<file path="config.mk">
export PLATFORM = sky130hd
export DESIGN_NAME = ultrasonic_scan_scheduler
export DESIGN_NICKNAME = d
export VERILOG_FILES = /design/src/rtl/ultrasonic_scan_scheduler_pkg.sv /design/src/rtl/ultrasonic_scan_scheduler_echo_sync_edge.sv /design/src/rtl/ultrasonic_scan_scheduler.sv
export SDC_FILE = /design/constraint.sdc
export NUM_CORES = 1
export LEC_CHECK = 0
export ABC_AREA = 1
export CORE_ASPECT_RATIO = 0.8
export CORE_MARGIN = 5
export CORE_UTILIZATION = 53
export DETAILED_ROUTE_END_ITERATION = 6
export GPL_TIMING_DRIVEN = 1
export PLACE_DENSITY = 0.77
export RECOVER_POWER = 25
export SLEW_MARGIN = 10
export SYNTH_ARGS = -nofsm -noshare
export SYNTH_HDL_FRONTEND = slang
export SYNTH_HIERARCHICAL = 1
export SYNTH_SLANG_ARGS = --single-unit
</file>
<file path="constraint.sdc">
create_clock -name clk -period 1.8 [get_ports clk]
set_input_delay 0.36 -clock clk [delete_from_list [all_inputs] [get_ports clk]]
set_output_delay 0.36 -clock clk [all_outputs]
set_load 0.005 [all_outputs]
</file>
<file path="src/rtl/ultrasonic_scan_scheduler_pkg.sv">
// Shared types and constants for the ultrasonic scan scheduler.
package ultra_pkg;

    typedef enum logic [2:0] {
        StIdle,
        StTrig,
        StWaitRise,
        StMeasure,
        StGuard
    } state_e;

    // Sliced down to DIST_W by the user; reported width on any timeout.
    localparam logic [31:0] WidthSentinel = '1;

    function automatic int unsigned id_width(int unsigned n);
        return (n > 1) ? $clog2(n) : 1;
    endfunction

endpackage

</file>
<file path="src/rtl/ultrasonic_scan_scheduler_echo_sync_edge.sv">
// Two-flop synchronizer for one asynchronous echo pin, plus a delayed copy for
// single-cycle rise/fall pulses.
module echo_sync_edge (
    input  logic clk,
    input  logic rst,
    input  logic din,
    output logic rise,
    output logic fall
);

    logic meta_q, sync_q, prev_q;

    always_ff @(posedge clk) begin
        if (rst) begin
            meta_q <= 1'b0;
            sync_q <= 1'b0;
            prev_q <= 1'b0;
        end else begin
            meta_q <= din;
            sync_q <= meta_q;
            prev_q <= sync_q;
        end
    end

    assign rise = sync_q & ~prev_q;
    assign fall = ~sync_q & prev_q;

endmodule

</file>
<file path="src/rtl/ultrasonic_scan_scheduler.sv">
// Round-robin scheduler sharing one acoustic channel across several rangefinders:
// trigger, time the echo, report a tagged sample, then hold a guard gap.
module ultrasonic_scan_scheduler
    import ultra_pkg::*;
#(
    parameter int unsigned N_SENSORS      = 4,
    parameter int unsigned TRIG_CYCLES    = 500,
    parameter int unsigned TIMEOUT_CYCLES = 1500000,
    parameter int unsigned GUARD_CYCLES   = 3000000,
    parameter int unsigned CNT_W          = 24,
    parameter int unsigned DIST_W         = 16,
    localparam int unsigned ID_W          = id_width(N_SENSORS)
) (
    input  logic                 clk,
    input  logic                 rst,
    input  logic                 enable,
    input  logic [N_SENSORS-1:0] sensor_mask,
    input  logic [N_SENSORS-1:0] echo,
    output logic [N_SENSORS-1:0] trigger,
    output logic                 meas_valid,
    output logic [ID_W-1:0]      meas_id,
    output logic [DIST_W-1:0]    meas_width,
    output logic                 meas_timeout,
    output logic                 busy
);

    localparam logic [CNT_W-1:0]  TrigLast    = CNT_W'(TRIG_CYCLES - 1);
    localparam logic [CNT_W-1:0]  TimeoutLast = CNT_W'(TIMEOUT_CYCLES - 1);
    localparam logic [CNT_W-1:0]  TimeoutFull = CNT_W'(TIMEOUT_CYCLES);
    localparam logic [CNT_W-1:0]  GuardLast   = CNT_W'(GUARD_CYCLES - 1);
    localparam logic [DIST_W-1:0] WidthMax    = WidthSentinel[DIST_W-1:0];

    state_e             state_q, state_d;
    logic [CNT_W-1:0]   cnt_q, cnt_d;
    logic [DIST_W-1:0]  width_q, width_d;
    logic [ID_W-1:0]    cur_id_q, cur_id_d;

    logic               meas_valid_q;
    logic [ID_W-1:0]    meas_id_q;
    logic [DIST_W-1:0]  meas_width_q;
    logic               meas_timeout_q;

    logic                 emit, emit_timeout;
    logic [DIST_W-1:0]    emit_width;
    logic [N_SENSORS-1:0] rise_vec, fall_vec;
    logic                 echo_rise, echo_fall;
    logic                 mask_any;
    logic [ID_W-1:0]      next_id, probe_id;
    logic                 found;
    int unsigned          probe;

    for (genvar g = 0; g < N_SENSORS; g++) begin : g_sync
        echo_sync_edge u_sync (
            .clk  (clk),
            .rst  (rst),
            .din  (echo[g]),
            .rise (rise_vec[g]),
            .fall (fall_vec[g])
        );
    end

    assign echo_rise = rise_vec[cur_id_q];
    assign echo_fall = fall_vec[cur_id_q];
    assign mask_any  = |sensor_mask;

    // Lowest enabled sensor strictly after cur_id, wrapping around.
    always_comb begin
        next_id  = cur_id_q;
        found    = 1'b0;
        probe    = 0;
        probe_id = '0;
        for (int unsigned i = 1; i <= N_SENSORS; i++) begin
            probe    = (32'(cur_id_q) + i) % N_SENSORS;
            probe_id = ID_W'(probe);
            if (!found && sensor_mask[probe_id]) begin
                found   = 1'b1;
                next_id = probe_id;
            end
        end
    end

    always_comb begin
        state_d      = state_q;
        cnt_d        = cnt_q;
        width_d      = width_q;
        cur_id_d     = cur_id_q;
        emit         = 1'b0;
        emit_timeout = 1'b0;
        emit_width   = width_q;
        unique case (state_q)
            StIdle: begin
                if (enable && mask_any) begin
                    state_d  = StTrig;
                    cur_id_d = next_id;
                    cnt_d    = '0;
                end
            end
            StTrig: begin
                if (cnt_q == TrigLast) begin
                    state_d = StWaitRise;
                    cnt_d   = '0;
                end else begin
                    cnt_d = cnt_q + CNT_W'(1);
                end
            end
            StWaitRise: begin
                // A rise on the final timeout cycle still starts a measurement.
                if (echo_rise) begin
                    state_d = StMeasure;
                    width_d = DIST_W'(1);
                    cnt_d   = CNT_W'(1);
                end else if (cnt_q == TimeoutLast) begin
                    emit         = 1'b1;
                    emit_timeout = 1'b1;
                    emit_width   = WidthMax;
                    state_d      = StGuard;
                    cnt_d        = '0;
                end else begin
                    cnt_d = cnt_q + CNT_W'(1);
                end
            end
            StMeasure: begin
                // cnt tracks elapsed echo time; width saturates independently.
                if (echo_fall) begin
                    emit    = 1'b1;
                    state_d = StGuard;
                    cnt_d   = '0;
                end else if (cnt_q == TimeoutFull) begin
                    emit         = 1'b1;
                    emit_timeout = 1'b1;
                    emit_width   = WidthMax;
                    state_d      = StGuard;
                    cnt_d        = '0;
                end else begin
                    cnt_d = cnt_q + CNT_W'(1);
                    if (width_q != WidthMax) width_d = width_q + DIST_W'(1);
                end
            end
            StGuard: begin
                if (cnt_q == GuardLast) begin
                    cnt_d = '0;
                    if (enable && mask_any) begin
                        state_d  = StTrig;
                        cur_id_d = next_id;
                    end else begin
                        state_d = StIdle;
                    end
                end else begin
                    cnt_d = cnt_q + CNT_W'(1);
                end
            end
            default: state_d = StIdle;
        endcase
    end

    always_ff @(posedge clk) begin
        if (rst) begin
            state_q        <= StIdle;
            cnt_q          <= '0;
            width_q        <= '0;
            cur_id_q       <= ID_W'(N_SENSORS - 1);
            meas_valid_q   <= 1'b0;
            meas_id_q      <= '0;
            meas_width_q   <= '0;
            meas_timeout_q <= 1'b0;
        end else begin
            state_q      <= state_d;
            cnt_q        <= cnt_d;
            width_q      <= width_d;
            cur_id_q     <= cur_id_d;
            meas_valid_q <= emit;
            if (emit) begin
                meas_id_q      <= cur_id_q;
                meas_width_q   <= emit_width;
                meas_timeout_q <= emit_timeout;
            end
        end
    end

    always_comb begin
        trigger = '0;
        if (state_q == StTrig) trigger[cur_id_q] = 1'b1;
    end

    assign busy         = (state_q != StIdle);
    assign meas_valid   = meas_valid_q;
    assign meas_id      = meas_id_q;
    assign meas_width   = meas_width_q;
    assign meas_timeout = meas_timeout_q;

endmodule

</file>
* Word-level counts from Yosys, hierarchy flattened *
Index checks and enable logic that the tools add are counted.

cells by class
  add/sub/neg operators = 6
  multiply operators = 0
  divide/modulo/power cells = 0
  $lt $le $gt $ge = 6
  eq/ne operators = 18
  shifts and indexed selects = 0
  muxes and demuxes = 59
  bitwise operators = 16
  reductions and logical operators = 18

operator list
  kind                                                   number
  two-way mux 24 bit                                     7
  two-way mux 16 bit                                     8
  case mux 24 bit (5 select lines)                       1
  case mux 16 bit (2 select lines)                       2
  equality test 24 x 21 -> 1 bit, second input constant  2
  adder 24 x 1 -> 24 bit, second input constant          1
  equality test 24 x 22 -> 1 bit, second input constant  1
  equality test 24 x 9 -> 1 bit, second input constant   1
  two-way mux 3 bit                                      7
  adder 16 x 1 -> 16 bit, second input constant          1
  two-way mux 1 bit                                      16
  != test 16 bit, second input constant                  1
  < comparator 2 x 3 -> 1 bit, second input constant     5
  case mux 3 bit (5 select lines)                        1
  != test 2 bit, second input constant                   7
  binary-select mux 1 bit (select 2 bit)                 6
  two-way mux 2 bit                                      6
  AND reduction 5 bit                                    2
  bitwise AND 1 bit                                      8
  inverter 1 bit                                         8
  equality test 3 x 2 -> 1 bit, second input constant    2
  != test 3 bit, second input constant                   2
  logical AND 1 bit                                      5
  nonzero test 5 bit                                     1
  other kinds (15)                                       22

word-level totals
  register bits = 77
  latch bits = 0
  memory bits (writable) = 0
  memory bits (read-only) = 0
  output and inout port bits = 25
  word-level logic and storage cells = 143
  memories kept = 0

* Depth between registers and ports, before layout *
  depth in word-level cells = 16
  depth in mapped cells = 13
  depth with buffers taken out = 13

* Cells and area by module *
Netlist, hierarchy kept.

by module, submodules not included
  module                     times used  cells an instance  area an instance (sq um)  sequential area each (sq um)
  ultrasonic_scan_scheduler  1           622                3958.8                    1301.2
  echo_sync_edge             4           12                 93.8                      60.1

* Worst setup path before layout *
Ideal clock, no wire load.

  kind = flip-flop to flip-flop
  from = register width_q[0]
  to = register width_q[14]
  library setup time = 0.132 ns
  data arrival time = 1.623 ns
  required time = 1.668 ns
  setup slack = 0.045 ns
  cell stages (with the launch flop) = 12
  buffers on the path = 1
  clock period less this slack = 1.755 ns
  cell sequence = dfxtp_1 ha_1 inv_1 nor2_1 nand3_2 o21ai_1 nand2_2 nand2_4 inv_2 buf_6 nand3_1 a21oi_1

between the ends
  longest elaborated chain between the ends = 5
  elaborated cells on any way between the ends = 8
  those cells by class = add/sub (1); eq/ne (2); mux (4); reduce/logical (1)

RTL lines
  element                           line                              text
  start, declared                   ultrasonic_scan_scheduler.sv:35   logic [DIST_W-1:0] width_q, width_d;
  start signal, assigned            ultrasonic_scan_scheduler.sv:169  width_q <= width_d;
  adder 16 x 1 -> 16 bit            ultrasonic_scan_scheduler.sv:136  if (width_q != WidthMax) width_d = width_q + DIST_W'(1);
  two-way mux 16 bit                ultrasonic_scan_scheduler.sv:136
  two-way mux 16 bit                ultrasonic_scan_scheduler.sv:128  end else if (cnt_q == TimeoutFull) begin
  two-way mux 16 bit                ultrasonic_scan_scheduler.sv:124  if (echo_fall) begin
  case mux 16 bit (2 select lines)  ultrasonic_scan_scheduler.sv:90   unique case (state_q)

Parallel ways exist; a longest one is shown, timed or not. The select of a mux whose other input is x is not followed.
A chain may end at the register's enable or synchronous reset.

* Worst setup path after layout *
  from = register cnt_q[0]
  to = register meas_width_q[7] (netlist: meas_width[7])

between the ends
  longest elaborated chain between the ends = 4
  elaborated cells on any way between the ends = 12
  those cells by class = eq/ne (2); mux (10)

RTL lines
  element                                                                              line                                                                text
  start, declared                                                                      ultrasonic_scan_scheduler.sv:34                                     logic [CNT_W-1:0] cnt_q, cnt_d;
  start signal, assigned                                                               ultrasonic_scan_scheduler.sv:168                                    cnt_q <= cnt_d;
  equality test 24 x 21 -> 1 bit (on tied branches)                                    ultrasonic_scan_scheduler.sv:128, ultrasonic_scan_scheduler.sv:112
  two-way mux 16 bit, or another cell as far along                                     ultrasonic_scan_scheduler.sv:128
  two-way mux 16 bit, or another cell as far along                                     ultrasonic_scan_scheduler.sv:124
  case mux 16 bit (2 select lines) or case mux 1 bit (2 select lines) (tied branches)  ultrasonic_scan_scheduler.sv:90
  end signal, assigned                                                                 ultrasonic_scan_scheduler.sv:174                                    meas_width_q <= emit_width;
  end, declared                                                                        ultrasonic_scan_scheduler.sv:40                                     logic [DIST_W-1:0] meas_width_q;

Parallel ways exist; a longest one is shown, timed or not.

==> out/metrics.csv <==
stage,metric,value,unit
critical_path,crit_chain,inv_2 -> ha_1 -> nand3_1 -> nor2_4 -> nand3_4 -> nand2_1 -> nand2_2 -> nand2_4 -> buf_4 -> clkbuf_16 -> o21ai_0 -> inv_1,
status,status,"finished, violations left",
routing,first_pass_iters,5,
power,leakagePower,0.00250,uW
placement,dp_hpwl,8640,um
clock_tree,root_buffer,clkbuf_8,
floorplanning,dieArea,10100,um^2
critical_path,cp.required,2.07,ns
power,power.density,922,nW/um^2
worst_hold_path,min_to,g_sync[2].u_sync/sync_q,
clock_tree,clk_latency,0.37,ns
timing,setup-tns-final,-0.170,ns
floorplanning,num_io_pins,36,
routing,via_per_inst,5.32,
logic_synthesis,synth_enable_flop_cells,0,
timing,slew_violations,0,
routing,drtAntennaViolNets,0,
floorplanning,core_area,7950,um^2
timing,setup_slack,-0.0256,ns
floorplanning,rows,29,
critical_path,crit_buf_inv,4,
logic_synthesis,synth_top_area_share,35.6,%
logic_synthesis,ys_ff_latch,77,
clock_tree,cts_tree,built,
clock_tree,cts_max_path_buffers,2,
floorplanning,die_height,90.9,um
worst_hold_path,min_path_cells,2,
floorplanning,start_util,54.5,%
placement,port_buffers,35,
clock_tree,hold_buffers,0,
routing,wl_per_cell,14.3,um
clock_tree,htree_levels,3,
timing,grt_setup_unrepaired,true,
logic_synthesis,yosysWarnings,6,
logic_synthesis,synth.avg_cell_area,6.47,um^2
routing,drt_iter0_markers,296,
logic_synthesis,synthCells,670,
layout,synthToLayoutAreaGrowth,38.5,%
critical_path,worstRegToRegCells,12,
timing,period_minus_slack,1.83,ns
power,ir_drop,0.000785,V
layout,n_fill_cell,571,
timing,hold_slack,0.410,ns
logic_synthesis,yosysSeqAreaShare,35.6,%
logic_synthesis,syn-num-nets,688,
clock_tree,cts.sinks,77,
logic_synthesis,synthTopCellsByArea,"dfxtp_1 (36%), nand2_1 (14%), nor2_1 (10%)",
timing,worst_pin_slew,0.396,ns
placement,gp_congestion,0.937,
global_route,grt_pass1_wl,20000,um
critical_path,cpPeakStageDelay,0.39,ns
critical_path,crit_family,simple AND/OR/NAND/NOR gates,
critical_path,crit_fanout,10,
status,violations,setup timing,
global_route,antenna_found_initial,0,
logic_synthesis,synth_ff_type,dfxtp_1,
timing,fmax,548,MHz
logic_synthesis,ys_types,32,
timing,fin_crit_sh,101,%
critical_path,reg2reg_slack,-0.03,ns
logic_synthesis,synth_area_leader_cell,dfxtp_1,
layout,drive_above_1_share,28.2,%
global_route,grt_start_max_net_pins,46,
routing,routed_wl,12800,um
worst_hold_path,hold_class,reg -> reg,
global_route,first_global_vias,4410,
clock_tree,path_clk_slew,0.10,ns
logic_synthesis,synth_most_common_cell,nand2_1,
power,finalPower,5540,uW
critical_path,crit_slowest_cell,dfxtp_4,
routing,num_vias,4730,
layout,final_util,75.5,%
clock_tree,cts_made_buffers,9,
routing,drc_errors,0,
layout,fin_nets,794,
timing,relSlewSlack,73.4,%
layout,antenna_cells,0,
worst_hold_path,hp-start,g_sync[2].u_sync/meta_q,
critical_path,rr_endpoint,meas_width[7],
logic_synthesis,async_flop_share,0,%
logic_synthesis,syn_area,4330,um^2
critical_path,crit_path_end_kind,flop,
logic_synthesis,synthTopCellsByCount,"nand2_1 (158), nor2_1 (117), inv_1 (86)",
timing,hold_viol,0,
timing,finClkSkew,0.0107,ns
timing,setup_viol,11,
floorplanning,die_w,111,um
critical_path,reg2reg_from,cnt_q[0],
global_route,overflow,0,
critical_path,critPathKind,reg -> reg,
flow_run,maxCapViolations,0,
critical_path,arrival,2.10,ns
critical_path,timing.critical_path.from_type,flop,
global_route,grt_usage,23.8,%
-- cells in the final DEF, fill, tap and decap left out, types with 7 or more instances in the layout --
| cell | netlist | layout |
|---|---|---|
| a21oi_1 | 46 | 38 |
| a31oi_1 | 8 | 8 |
| nor3_1 | 11 | 8 |
| nand2_2 | 11 | 14 |
| nand4_1 | 20 | 20 |
| inv_2 | 5 | 13 |
| nor2_4 | 4 | 15 |
| dfxtp_2 | 0 | 12 |
| inv_1 | 86 | 75 |
| buf_6 | 3 | 7 |
| clkbuf_8 | 0 | 9 |
| buf_4 | 3 | 63 |
| a21oi_2 | 1 | 8 |
| o21ai_2 | 1 | 7 |
| nand3_1 | 33 | 31 |
| nor2_1 | 117 | 91 |
| nand2_4 | 1 | 13 |
| dfxtp_1 | 77 | 60 |
| nand2_1 | 158 | 143 |
| o21ai_0 | 29 | 23 |
| nor2_2 | 2 | 17 |
| clkdlybuf4s50_1 | 0 | 27 |
| xor2_1 | 14 | 13 |
-- worst register-to-register path, delay by kind of cell (launching register included) --
| family | cells | cell delay (ns) |
|---|---|---|
| flip-flops | 1 | 0.39 |
| adder cells (fa/ha/maj) | 1 | 0.20 |
| AND/OR/NAND/NOR | 6 | 0.59 |
| buffers and inverters | 4 | 0.40 |
| AO/OA/AOI/OAI | 1 | 0.16 |
-- layout make-up --
class	instances	area, um^2	area share (%)
multi-input cells	485	2720	45.4
flip-flops and latches	77	1580	26.3
repair buffers	112	1030	17.2
inverters	91	350	5.84
well taps	108	135	2.25
clock buffers	9	124	2.06
clock inverters	7	63.8	1.06
-- routing by layer --
layer  vias to the layer above  part of all wire [%]  track usage, %
met5                         -                     0               0
met4                         0                   2.2            8.31
met3                        30                   7.7            6.23
met2                       170                    46            38.0
met1                      2184                    44            31.3
li1                       2346                     -               -
-- metrics by stage --
step | setup slack (ns) | cell area (um^2) | instances
after CTS | -0.0834 | 5600 | 882
after floorplan | 0.0448 | 4330 | 670
final | -0.0256 | 6000 | 889
after global routing | -0.141 | 6000 | 889
after global placement | -0.132 | 5240 | 859
after detailed placement | -0.208 | 5240 | 859
-- flip-flops by register name, summed over array words and instances (netlist names) --
| register | count |
|---|---|
| meas_width | 16 |
| g_sync.u_sync/sync_q | 4 |
| g_sync.u_sync/prev_q | 4 |
| meas_id | 2 |
| cnt_q | 24 |
| g_sync.u_sync/meta_q | 4 |
| meas_timeout | 1 |
| meas_valid | 1 |
| state_q | 3 |
| cur_id_q | 2 |
| width_q | 16 |
-- how the worst max path moves through the flow --
stage / start / end / slack (ns) / cells after the start
floorplan: width_q[0] / width_q[14] / 0.04 / 11
global placement: sensor_mask[1] / cnt_q[13] / -0.13 / 12
detailed placement: sensor_mask[1] / cnt_q[13] / -0.21 / 12
CTS: cnt_q[0] / cnt_q[17] / -0.08 / 12
global route: cnt_q[1] / cnt_q[6] / -0.14 / 12
finish: cnt_q[0] / meas_width[7] / -0.03 / 12
-- what timing repair did --
item | CTS | global route
cloned | 1 | 1
buffers inserted | 6 | 8
resized for setup | 39 | 120
setup endpoints to repair | 39 | 69
pin swaps | 3 | 23
-- where the power goes --
group,switching (uW),internal [uW],leakage [uW]
clock,760,535,0.0000971
combinational,1320,1040,0.00177
sequential,84.0,1800,0.000631
total,2160,3370,0.00250
-- cell families after synthesis --
logic type	Yosys count	synth area share (%)
AND/OR/NAND/NOR	366	37.0
AO/OA/AOI/OAI	94	11.5
XOR/XNOR	18	3.64
buffers and inverters	108	10.3
adder cells (fa/ha/maj)	7	2.02
flip-flops	77	35.6
No activity file was read; power rests on OpenSTA's default activity.
